==> config.mk <==
export PLATFORM = sky130hd
export DESIGN_NAME = instruction_register_flat
export DESIGN_NICKNAME = d
export VERILOG_FILES = /design/src/rtl/instruction_register_if.sv /design/src/rtl/instruction_register.sv /design/src/flat_wrapper.sv
export SDC_FILE = /design/constraint.sdc
export NUM_CORES = 1
export LEC_CHECK = 0
export CAP_MARGIN = 10
export CORE_ASPECT_RATIO = 0.9
export CORE_MARGIN = 3
export CORE_UTILIZATION = 39
export DETAILED_ROUTE_END_ITERATION = 8
export GPL_ROUTABILITY_DRIVEN = 0
export GPL_TIMING_DRIVEN = 0
export HOLD_SLACK_MARGIN = 0.1
export PLACE_DENSITY = 0.89
export SLEW_MARGIN = 15
export SYNTH_ARGS = -nofsm -noshare
export SYNTH_HDL_FRONTEND = slang
export SYNTH_SLANG_ARGS = --single-unit
==> constraint.sdc <==
create_clock -name clock -period 3.6 [get_ports clock]
set_input_delay 1.08 -clock clock [delete_from_list [all_inputs] [get_ports clock]]
set_output_delay 1.08 -clock clock [all_outputs]
set_load 0.01 [all_outputs]
==> src/rtl/instruction_register_if.sv <==
// Fetch/memory/decode bundle between the fetch controller side and the instruction register.
interface instruction_register_if;
  localparam int unsigned WORD_W = 32;
  localparam int unsigned OPC_W  = 6;
  localparam int unsigned REG_W  = 5;
  localparam int unsigned IMMA_W = 16;
  localparam int unsigned IMMB_W = 21;
  localparam int unsigned IMMC_W = 18;
  localparam int unsigned SEL_W  = 2;

  logic                fetchEnable;
  logic [WORD_W-1:0]   pcIn;
  logic                stall;
  logic                flush;
  logic                memRequest;
  logic [WORD_W-1:0]   memAddress;
  logic                memReady;
  logic [WORD_W-1:0]   memData;
  logic                instructionValid;
  logic [WORD_W-1:0]   instructionOut;
  logic [OPC_W-1:0]    opcode;
  logic [REG_W-1:0]    rs;
  logic [REG_W-1:0]    rt;
  logic [REG_W-1:0]    rd;
  logic [IMMA_W-1:0]   immediateA;
  logic [IMMB_W-1:0]   immediateB;
  logic [IMMC_W-1:0]   immediateC;
  logic [SEL_W-1:0]    extenderSelection;
  logic                fetchError;

  modport master (
    output fetchEnable, pcIn, stall, flush, memReady, memData,
    input  memRequest, memAddress, instructionValid, instructionOut,
           opcode, rs, rt, rd, immediateA, immediateB, immediateC,
           extenderSelection, fetchError
  );

  modport slave (
    input  fetchEnable, pcIn, stall, flush, memReady, memData,
    output memRequest, memAddress, instructionValid, instructionOut,
           opcode, rs, rt, rd, immediateA, immediateB, immediateC,
           extenderSelection, fetchError
  );
endinterface

==> src/rtl/instruction_register.sv <==
// Fetch-side instruction latch: one memory request per fetch, hold under stall,
// drop on flush, split the held word into fields for decode and the extender.
module instruction_register #(
  parameter int unsigned TIMEOUT_CYCLES = 16,
  parameter logic [31:0] NOP_WORD       = 32'h0000_0000
) (
  input  logic                   clock,
  input  logic                   reset,
  instruction_register_if.slave  bus
);

  localparam int unsigned WORD_W = 32;
  localparam int unsigned CNT_W  = 8;
  localparam logic [CNT_W-1:0] LAST_WAIT = CNT_W'(TIMEOUT_CYCLES - 1);

  typedef enum logic [1:0] {IDLE, FETCH, VALID} state_t;

  state_t              state, next_state;
  logic [CNT_W-1:0]    wait_count, wait_count_d;
  logic                request_q, request_d;
  logic                valid_q, valid_d;
  logic                error_q, error_d;
  logic [WORD_W-1:0]   address_q, address_d;
  logic [WORD_W-1:0]   instr_q, instr_d;
  logic                timeout_hit;

  assign timeout_hit = (wait_count == LAST_WAIT);

  // State register
  always_ff @(posedge clock or posedge reset) begin
    if (reset) state <= IDLE;
    else       state <= next_state;
  end

  // Next-state logic; flush overrides every state
  always_comb begin
    next_state = state;
    if (bus.flush) begin
      next_state = IDLE;
    end else begin
      case (state)
        IDLE:    if (bus.fetchEnable && !bus.stall) next_state = FETCH;
        FETCH:   if (bus.memReady)                  next_state = VALID;
                 else if (timeout_hit)              next_state = IDLE;
        VALID:   if (!bus.stall)                    next_state = bus.fetchEnable ? FETCH : IDLE;
        default:                                    next_state = IDLE;
      endcase
    end
  end

  // Next values of the registered outputs, counter and instruction latch
  always_comb begin
    request_d    = (next_state == FETCH);
    valid_d      = (next_state == VALID);
    address_d    = address_q;
    instr_d      = instr_q;
    wait_count_d = wait_count;
    error_d      = error_q;
    if (bus.flush) begin
      instr_d      = NOP_WORD;
      wait_count_d = '0;
    end else begin
      case (state)
        IDLE: begin
          if (next_state == FETCH) address_d = bus.pcIn;
        end
        FETCH: begin
          if (bus.memReady) begin
            instr_d      = bus.memData;
            wait_count_d = '0;
          end else if (timeout_hit) begin
            error_d      = 1'b1;
            instr_d      = NOP_WORD;
            wait_count_d = '0;
          end else begin
            wait_count_d = wait_count + CNT_W'(1);
          end
        end
        VALID: begin
          if (next_state == FETCH) address_d = bus.pcIn;
        end
        default: ;
      endcase
    end
  end

  // Output and datapath registers
  always_ff @(posedge clock or posedge reset) begin
    if (reset) begin
      request_q  <= 1'b0;
      valid_q    <= 1'b0;
      error_q    <= 1'b0;
      address_q  <= '0;
      instr_q    <= NOP_WORD;
      wait_count <= '0;
    end else begin
      request_q  <= request_d;
      valid_q    <= valid_d;
      error_q    <= error_d;
      address_q  <= address_d;
      instr_q    <= instr_d;
      wait_count <= wait_count_d;
    end
  end

  // Extender format select from the opcode class bits
  always_comb begin
    case (instr_q[31:30])
      2'b01:   bus.extenderSelection = 2'b00;
      2'b10:   bus.extenderSelection = 2'b01;
      2'b11:   bus.extenderSelection = 2'b10;
      default: bus.extenderSelection = 2'b11;
    endcase
  end

  assign bus.memRequest       = request_q;
  assign bus.memAddress       = address_q;
  assign bus.instructionValid = valid_q;
  assign bus.instructionOut   = instr_q;
  assign bus.fetchError       = error_q;
  assign bus.opcode           = instr_q[31:26];
  assign bus.rs               = instr_q[25:21];
  assign bus.rt               = instr_q[20:16];
  assign bus.rd               = instr_q[15:11];
  assign bus.immediateA       = instr_q[15:0];
  assign bus.immediateB       = instr_q[20:0];
  assign bus.immediateC       = instr_q[17:0];

endmodule
==> src/flat_wrapper.sv <==
// flat-port wrapper written by rule: the top's interface ports become plain ports
module instruction_register_flat 
#(
  parameter int unsigned TIMEOUT_CYCLES = 16,
  parameter logic [31:0] NOP_WORD       = 32'h0000_0000
)
  (clock, reset, bus_fetchEnable, bus_pcIn, bus_stall, bus_flush, bus_memReady, bus_memData, bus_memRequest, bus_memAddress, bus_instructionValid, bus_instructionOut, bus_opcode, bus_rs, bus_rt, bus_rd, bus_immediateA, bus_immediateB, bus_immediateC, bus_extenderSelection, bus_fetchError);
  instruction_register_if bus_i ();
  input  logic clock;
  input  logic reset;
  input wire logic [$bits(bus_i.fetchEnable)-1:0] bus_fetchEnable;
  input wire logic [$bits(bus_i.pcIn)-1:0] bus_pcIn;
  input wire logic [$bits(bus_i.stall)-1:0] bus_stall;
  input wire logic [$bits(bus_i.flush)-1:0] bus_flush;
  input wire logic [$bits(bus_i.memReady)-1:0] bus_memReady;
  input wire logic [$bits(bus_i.memData)-1:0] bus_memData;
  output wire logic [$bits(bus_i.memRequest)-1:0] bus_memRequest;
  output wire logic [$bits(bus_i.memAddress)-1:0] bus_memAddress;
  output wire logic [$bits(bus_i.instructionValid)-1:0] bus_instructionValid;
  output wire logic [$bits(bus_i.instructionOut)-1:0] bus_instructionOut;
  output wire logic [$bits(bus_i.opcode)-1:0] bus_opcode;
  output wire logic [$bits(bus_i.rs)-1:0] bus_rs;
  output wire logic [$bits(bus_i.rt)-1:0] bus_rt;
  output wire logic [$bits(bus_i.rd)-1:0] bus_rd;
  output wire logic [$bits(bus_i.immediateA)-1:0] bus_immediateA;
  output wire logic [$bits(bus_i.immediateB)-1:0] bus_immediateB;
  output wire logic [$bits(bus_i.immediateC)-1:0] bus_immediateC;
  output wire logic [$bits(bus_i.extenderSelection)-1:0] bus_extenderSelection;
  output wire logic [$bits(bus_i.fetchError)-1:0] bus_fetchError;
  assign bus_i.fetchEnable = bus_fetchEnable;
  assign bus_i.pcIn = bus_pcIn;
  assign bus_i.stall = bus_stall;
  assign bus_i.flush = bus_flush;
  assign bus_i.memReady = bus_memReady;
  assign bus_i.memData = bus_memData;
  assign bus_memRequest = bus_i.memRequest;
  assign bus_memAddress = bus_i.memAddress;
  assign bus_instructionValid = bus_i.instructionValid;
  assign bus_instructionOut = bus_i.instructionOut;
  assign bus_opcode = bus_i.opcode;
  assign bus_rs = bus_i.rs;
  assign bus_rt = bus_i.rt;
  assign bus_rd = bus_i.rd;
  assign bus_immediateA = bus_i.immediateA;
  assign bus_immediateB = bus_i.immediateB;
  assign bus_immediateC = bus_i.immediateC;
  assign bus_extenderSelection = bus_i.extenderSelection;
  assign bus_fetchError = bus_i.fetchError;
  instruction_register #(.TIMEOUT_CYCLES(TIMEOUT_CYCLES), .NOP_WORD(NOP_WORD)) u_core (.clock(clock), .reset(reset), .bus(bus_i));
endmodule
==> flow_results.org, run 1 <==
** Synthesis
- In this run, distinct cell masters in the synthesized netlist total 43.
- Seq/Total Area, Yosys :: 0.489
- Synth Net Count :: 436
- Yosys printed 0 warnings.
- Register bit count reported by yosys :: 77
- sky130_fd_sc_hd__dfrtp_1 takes more of the synthesized area than any other cell.
- Synth top area cells :: sky130_fd_sc_hd__dfrtp_1, sky130_fd_sc_hd__buf_4, sky130_fd_sc_hd__mux2_2
- Counting flops with a built-in enable in the synthesized netlist gives 0.
- Post-synth top flop :: sky130_fd_sc_hd__dfrtp_1
- After synthesis, the most frequently instantiated cells are sky130_fd_sc_hd__buf_4, sky130_fd_sc_hd__dfrtp_1, sky130_fd_sc_hd__inv_1.
- Post-synthesis average cell area :: 10.9 um2
- Synth async-reset ratio :: 1.00
- Area share of the leading cell type in the synthesized netlist :: 0.489
- The cell area that synthesis handed to floorplanning was 0.00394 mm2.
- In the synthesized netlist, the number of instances is 363.

** Layout
- Fraction of layout instances using a drive strength above 1 :: 0.236
- The finished layout holds 718 standard cells, fillers aside.
- From synthesis to final layout, the design area changed by 63.5%.
- Area of combinational cells with multiple inputs :: 0.00121 mm2
- # nets final :: 660
- The filler cells instantiated in the layout total 758.
- Number of antenna diodes :: 0
- Sequential standard cell area :: 0.00193 mm2

** Worst hold path
- Hold WC Path Type :: flop to flop
- Worst hold stages :: 2
- Hold Startpoint :: u_core.bus.fetchError
- For hold timing, the worst endpoint is u_core.bus.fetchError.

** Power
- Sequential power share :: 0.442
- Power density cells :: 363 mW/mm2
- The share of total power dissipated in the clock network is 0.270.
- Summed over all nets, the switching power comes to 0.629 mW.
- Sw Ratio :: 0.269
- Of the total power, combinational logic draws 0.287.
- Maximum resistive drop on vdd :: 0.000235 V
- Summed over all cells, the static leakage comes to 2.71 nW.
- The internal power of the cells totals 1.71 mW.
- Final Power :: 2.34 mW

** Clock tree
- Insertion delay of the later-clocked pin in the worst-skew pair :: 340 ps
- Clock tree root buffer cell :: sky130_fd_sc_hd__clkbuf_8
- The tree built by TritonCTS fans out to 77 sinks.
- After clock tree synthesis, the flow added hold-fix buffers numbering 0.
- Clock edge transition at the registers on the reported setup and hold paths :: 80 ps
- In this run the post-CTS setup repair buffer count came out at 0.
- The number of gates resized after CTS was 0.
- CTS tree :: built
- CTS built an H-tree with a depth of 3.
- Maximum buffer depth of the clock tree :: 2
- Total CTS buffers :: 9

** STA
- Setup total negative slack on the finished layout was measured at 0 ps.
- The smallest clock period supported by the final layout is computed as 2870 ps.
- In this run the tightest slew margin relative to its limit is 0.666.
- Final Hold Viols :: 0
- Final Max Slew Viols :: 0
- Maximum clock frequency :: 348 MHz
- For the pin with the worst max-slew slack, the measured transition is 502 ps.
- Setup repair after global routing missed its margin :: false
- Setup violations remaining at the end of the flow were counted as 0.
- Share of the clock period used by the worst path :: 0.798
- The clock arrives with 7.90 ps of skew.
- The worst path meets setup with 726 ps of slack.

** Global routing
- Global-route total usage across every layer :: 0.200
- Via count of the first global-routing pass :: 3582
- First-pass GRT wire length :: 18300 um
- Antenna violations before repair :: 0
- After global routing the overflow that remains totals 0.
- Maximum number of pins on one net before global-route repair :: 52

** Flow run
- Across the run, the number of max-cap violations was 0.

** Run status
- Run status :: finished clean

** Placed design
- IO buf count :: 212
- At the placement stage, the worst setup path has a slack of 789 ps.
- Post-Place Cells :: 702
- Final HPWL DP :: 9170 um

** Route
- The routed layout has 3492 vias.
- Total Wirelength :: 11700 um
- For this run, design rule violations remaining after detail routing come to 0.
- After detailed routing, the average wire length per cell comes to 16.2 um.
- The first TritonRoute pass finished after 4 iterations.
- The first routing iteration left 98 violations.
- In this run the remaining antenna-violating nets after routing total 0.
- In the routed layout, each cell is associated on average with a via count of 4.86.

** Worst setup path
- The slowest stage of the critical path belongs to the cell sky130_fd_sc_hd__clkdlybuf4s50_1.
- The worst register-to-register path has a depth of 5.
- Crit Path Max Fanout :: 4
- The worst setup path is launched from a flop.
- The endpoint identified for the worst register-to-register timing path is u_core.bus.instructionOut[4].
- At the worst endpoint, the required time is 2520 ps.
- Walking the worst path, the cells encountered are inv_1 > ha_1 > or2_2 > clkdlybuf4s50_1.
- Category of the most critical setup path :: flop to output port
- For this run, the slowest stage of the critical path takes 490 ps.
- STA classifies the critical path endpoint as an output port.
- Arrival time of data at the critical path endpoint :: 1790 ps
- CP delay by family, top :: buffers and inverters
- Slack of the worst reg-to-reg path :: 1720 ps
- Counting both buffers and inverters, the worst setup path holds a total of 2.
- Reg2Reg Launch Point :: u_core.state[0]

** Die
- After floorplanning, the core was sized to cover 0.00974 mm2.
- Starting density of the core :: 0.404
- Area of the die :: 0.0113 mm2
- Chip width :: 112 um
- Core Rows :: 34
- Die H :: 101 um
- 215 I/O pins were placed.
## per-layer routing
layer / track usage / up-vias / part of all wire
met3: 0.0454 / 19 / 0.062
met2: 0.374 / 134 / 0.54
met1: 0.232 / 1689 / 0.38
li1: - / 1650 / -
met4: 0.0582 / 0 / 0.016
met5: 0 / - / 0
## worst register-to-register path, cell delays in order (launching register included)
cell	delay, ps
sky130_fd_sc_hd__dfrtp_1	490
sky130_fd_sc_hd__nand2b_1	160
sky130_fd_sc_hd__clkbuf_1	390
sky130_fd_sc_hd__clkbuf_1	430
sky130_fd_sc_hd__a32oi_1	160
sky130_fd_sc_hd__o21ai_0	140
## power by group through the flow
stage / clock network (mW) / registers [mW] / logic (mW)
global route: 0.687 / 1.05 / 0.716
CTS: 0.653 / 1.04 / 0.683
detailed placement: 0 / 1.05 / 0.682
floorplan: 0 / 1.08 / 0.223
finish: 0.633 / 1.03 / 0.672
global placement: 0 / 1.04 / 0.658
## placed cells by master (no fill, tap or decap), types with 2 or more instances in the layout
master	Yosys	routed
sky130_fd_sc_hd__clkdlybuf4s50_1	0	212
sky130_fd_sc_hd__buf_4	77	77
sky130_fd_sc_hd__dfrtp_1	77	77
sky130_fd_sc_hd__inv_1	37	36
sky130_fd_sc_hd__o21ai_0	35	35
sky130_fd_sc_hd__a32oi_1	32	32
sky130_fd_sc_hd__mux2_2	30	30
sky130_fd_sc_hd__clkbuf_1	9	10
sky130_fd_sc_hd__clkbuf_8	0	9
sky130_fd_sc_hd__buf_2	8	8
sky130_fd_sc_hd__nor2_1	7	7
sky130_fd_sc_hd__nand3_1	5	5
sky130_fd_sc_hd__a21oi_1	4	4
sky130_fd_sc_hd__nand2_1	4	4
sky130_fd_sc_hd__a211oi_1	3	3
sky130_fd_sc_hd__ha_1	3	3
sky130_fd_sc_hd__o31ai_1	2	2
sky130_fd_sc_hd__a211o_1	2	2
sky130_fd_sc_hd__mux2_1	2	2
sky130_fd_sc_hd__clkinv_2	0	2
sky130_fd_sc_hd__clkinvlp_4	0	2
## metrics by stage
step	utilization	hold slack [ps]	area [um2]
5_1_grt	0.661	527	6440
2_1_floorplan	-	502	3940
3_3_place_gp	0.638	472	6220
3_5_place_dp	0.642	463	6250
4_1_cts	0.661	498	6440
6_report	0.661	493	6440
## sequential cells by signal, summed over array words and instances (netlist names)
| register | flops |
|---|---|
| u_core.bus.fetchError | 1 |
| u_core.bus.instructionOut | 32 |
| u_core.bus.instructionValid | 1 |
| u_core.bus.memAddress | 32 |
| u_core.bus.memRequest | 1 |
| u_core.state | 2 |
| u_core.wait_count | 8 |
## cell type report
class | count | share of cell area
plain buffers | 96 | 0.103
clock buffers | 10 | 0.0198
clock inverters | 6 | 0.00991
inverters | 38 | 0.0225
multi-input cells | 152 | 0.188
flip-flops and latches | 77 | 0.299
well taps | 126 | 0.0245
repair buffers | 213 | 0.334
## cells by family (layout without fill, tap and decap cells)
kind of cell | Yosys count | after routing | synth area share
compound gates | 88 | 88 | 0.158
fa+ha+maj | 3 | 3 | 0.00953
buf+inv | 134 | 363 | 0.204
flops | 77 | 77 | 0.489
mux | 32 | 32 | 0.0915
simple gates | 29 | 29 | 0.0476
## how the worst max path moves through the flow
stage | depth (start not counted) | end | slack, ps | start
final | 4 | bus_extenderSelection[0] | 730 | u_core.bus.instructionOut[30]
after global routing | 4 | bus_extenderSelection[0] | 610 | u_core.bus.instructionOut[30]
after detailed placement | 4 | u_core.bus.memAddress[9] | 790 | bus_stall
after floorplan | 1 | u_core.bus.fetchError | 550 | reset
after CTS | 4 | bus_extenderSelection[0] | 700 | u_core.bus.instructionOut[30]
after global placement | 2 | u_core.bus.instructionOut[5] | -620 | reset
Power figures use the tool's default switching activity.
==> run 2, diff against run 1 <==
clock period = 3 ns   (was 3.6 ns; I/O delays follow)
==> results of run 2 <==
The final DEF is identical to that of run 1. Status: finished clean.
Main changes from that run: setup slack after placement 789 ps -> 369 ps; setup slack after layout 726 ps -> 306 ps; register-to-register setup slack 1720 ps -> 1120 ps; total power 2.34 mW -> 2.81 mW; worst IR drop on VDD 0.000235 V -> 0.000282 V
==> run 3, diff against run 2 <==
CORE_UTILIZATION = 42   (was 39)
PLACE_DENSITY = 0.94   (was 0.89)
clock period = 3.28 ns   (was 3 ns; I/O delays follow)
==> run 3 against run 2 <==
Against the previous run:
- combinational power is 8.1% lower
- clock power down 4.9%
- critical path depth is the same
- flip-flop and latch count did not move
- critical path type unchanged
==> flow_results.org, run 3 (same netlist as run 1, synthesis figures left out) <==
** Run status
- Run status :: finished clean

** Global routing
- Global-route total usage across every layer :: 0.223 (+0.0230)
- Via count of the first global-routing pass :: 3706 (+3.5%)
- The initial antenna violation count came to 0 (unchanged).
- First-pass GRT wire length :: 18800 um (+2.9%)
- The maximum number of pins on one net before global-route repair was 63 (+21%).
- Total congestion overflow :: 0 (unchanged)

** Worst setup path
- Origin of the worst setup path :: u_core.bus.instructionOut[30]
- In this run the critical register-to-register path is launched from u_core.state[0].
- Data required time at the worst endpoint :: 2300 ps
- In this run the critical register-to-register path is captured at u_core.bus.instructionOut[11].
- The worst setup path is launched from a flop.
- Critical Path, Cell by Cell :: inv_1 > ha_1 > or2_2 > clkdlybuf4s50_1
- STA classifies the critical path endpoint as an output port.
- Max stage delay cell, worst path :: sky130_fd_sc_hd__clkdlybuf4s50_1
- The data arrival time of the worst path is 1780 ps (about the same).
- The worst reg2reg path depth came to 5 (unchanged).
- Slack of the worst reg-to-reg path :: 1450 ps
- The worst setup path is of the flop to output port kind.
- Crit Path Max Fanout :: 4 (unchanged)
- The largest stage delay on the critical path was 480 ps (about the same).

** Placed design
- The detailed placement HPWL came to 9440 um (+2.9%).
- Standard cell area after detailed placement :: 0.00624 mm2 (-0.14%)
- The total of buffers placed on input and output ports came to 212 (unchanged).
- Post-Place Cells :: 695 (-1.0%)
- Post-Place Setup Slack :: 562 ps

** Layout
- The number of cells in the finished layout apart from fillers came to 711 (-0.97%).
- The final layout net count was 660 (unchanged).
- The library cell used most frequently in the layout, excluding fill and tap cells, is sky130_fd_sc_hd__clkdlybuf4s50_1.
- Number of antenna diodes :: 0 (unchanged)
- The area growth from synthesis to final layout is 63.4% (about the same).
- Post-Layout Inst Area :: 0.00644 mm2 (about the same)
- The fraction of final layout cells sized beyond drive strength 1 was 0.236 (unchanged).
- Leaving out fill and tap cells, the most frequent cells in the layout are sky130_fd_sc_hd__clkdlybuf4s50_1, sky130_fd_sc_hd__buf_4, sky130_fd_sc_hd__dfrtp_1.

** STA
- Subtracting the final worst setup slack from the clock period gives 2770 ps.
- Fin worst setup slack :: 511 ps
- Setup repair after global routing missed its margin :: false
- The worst clock skew on the final layout was 10.3 ps (+2.35 ps).
- In the finished design, the share of the clock period the worst path needs comes to 0.844.
- Worst-case headroom to the max-slew limit :: 0.657 (-0.00815)
- The count of final max-slew check failures was 0 (unchanged).
- Derived from the worst setup path, the maximum achievable clock frequency is 361 MHz.
- Measured slew at the worst slew-check pin :: 514 ps (+12.2 ps)
- The total of endpoints with negative setup slack in the final report is 0 (unchanged).
- The number of hold violations in the final report was 0 (unchanged).

** Worst hold path
- The cell depth of the worst min-delay path is 1 (-1).
- Hold Startpoint :: u_core.bus.memAddress[20]
- The path class of the tightest hold or removal check is flop to flop.
- The path with the worst hold slack has its endpoint at u_core.bus.memAddress[20].

** Clock tree
- The H-tree depth came to 3 (unchanged).
- The clock edge transition at the registers on the reported setup and hold paths was 90 ps (about the same).
- The worst-case clock buffer depth is 2 (unchanged).
- CTS Sinks :: 77 (unchanged)
- Post-CTS sizing :: 0 (unchanged)
- Number of buffers added to fix hold violations after cts :: 0 (unchanged)
- CTS tree :: built
- The post-CTS setup buffer count was 0 (unchanged).
- The insertion delay of the later-clocked pin in the worst-skew pair is 340 ps (about the same).
- In this run the clock root is driven by a sky130_fd_sc_hd__clkbuf_8.
- The total clock buffers created by CTS is 9 (unchanged).

** Die
- The vertical die dimension came to 97.9 um (-3.4%).
- Core Rows :: 32 (-5.9%)
- The top-level port count was 215 (unchanged).
- Area of the die :: 0.0106 mm2 (-6.7%)
- The initial core utilization is 0.445 (+0.0408).
- The die width is 108 um (-3.4%).
- The core outline area is 0.00885 mm2 (-9.2%).

** Route
- Drt wl/cell :: 16.6 um (+2.1%)
- The number of design-rule violations left by the first detailed-router iteration was 144 (+47%).
- The via density per instance came to 4.94 (+1.5%).
- The overall via count from detail_route is 3509 (+0.49%).
- Number of iterations in the first detailed-routing pass :: 4 (unchanged)
- The count of unresolved DRC violations after routing was 0 (unchanged).
- Total Wirelength :: 11800 um (+1.1%)
- Number of nets with antenna violations after routing :: 0 (unchanged)

** Flow run
- Max-capacitance violation count :: 0 (unchanged)

** Power
- Maximum resistive drop on vdd :: 0.000338 V
- Leakage :: 2.71 nW (about the same)
- Power density cells :: 403 mW/mm2
## run 3: cell types whose count changed in the layout (fill, tap and decap cells not counted), sizes merged
cell	change
inv	+1
clkinv	-1
## run 3: through the flow
stage                     utilization  hold WS, ps  setup TNS (ps)  power (mW)
final                           0.728          510               0        2.60
after global routing            0.728          529               0        2.72
after CTS                       0.728          515               0        2.63
after detailed placement        0.705          489               0        1.90
after global placement          0.702          473          -64500        1.87
after floorplan                     -          502               0        1.44
## run 3: cell type report
class / instances / area (um2)
fill: 576 / 2410
timing repair buffer: 213 / 2150
sequential: 77 / 1930
multi-input combinational: 152 / 1210
buffer: 96 / 661
tap: 119 / 149
inverter: 38 / 145
clock buffer: 10 / 128
clock inverter: 6 / 71.3
## run 3: how the worst max path moves through the flow
stage,endpoint,slack [ps],cells after the start
floorplan,u_core.bus.fetchError,330,1
global placement,u_core.bus.instructionOut[27],-840,2
detailed placement,u_core.bus.memAddress[6],560,4
CTS,bus_extenderSelection[0],480,4
global route,bus_extenderSelection[0],430,4
finish,bus_extenderSelection[0],510,4
## run 3: metal layers
metal | global-route usage | wire, um | part of all wire | vias to the layer above
met1 | 0.245 | 4250 | 0.36 | 1696
met5 | 0 | 0 | 0 | -
met4 | 0.0922 | 352 | 0.030 | 0
met2 | 0.411 | 6420 | 0.54 | 139
li1 | - | - | - | 1647
met3 | 0.0502 | 762 | 0.065 | 27
## run 3: critical path: cells and delay by family (launching register included)
family / cells / cell delay, ps
buf+inv: 2 / 580
fa+ha+maj: 1 / 190
simple gates: 1 / 280
flops: 1 / 390
## run 3: power by group
| part | leakage, nW | internal, mW | switching (mW) |
|---|---|---|---|
| combinational | 1.62 | 0.471 | 0.270 |
| sequential | 0.995 | 1.06 | 0.0780 |
| clock | 0.0931 | 0.357 | 0.365 |
| total | 2.71 | 1.88 | 0.713 |
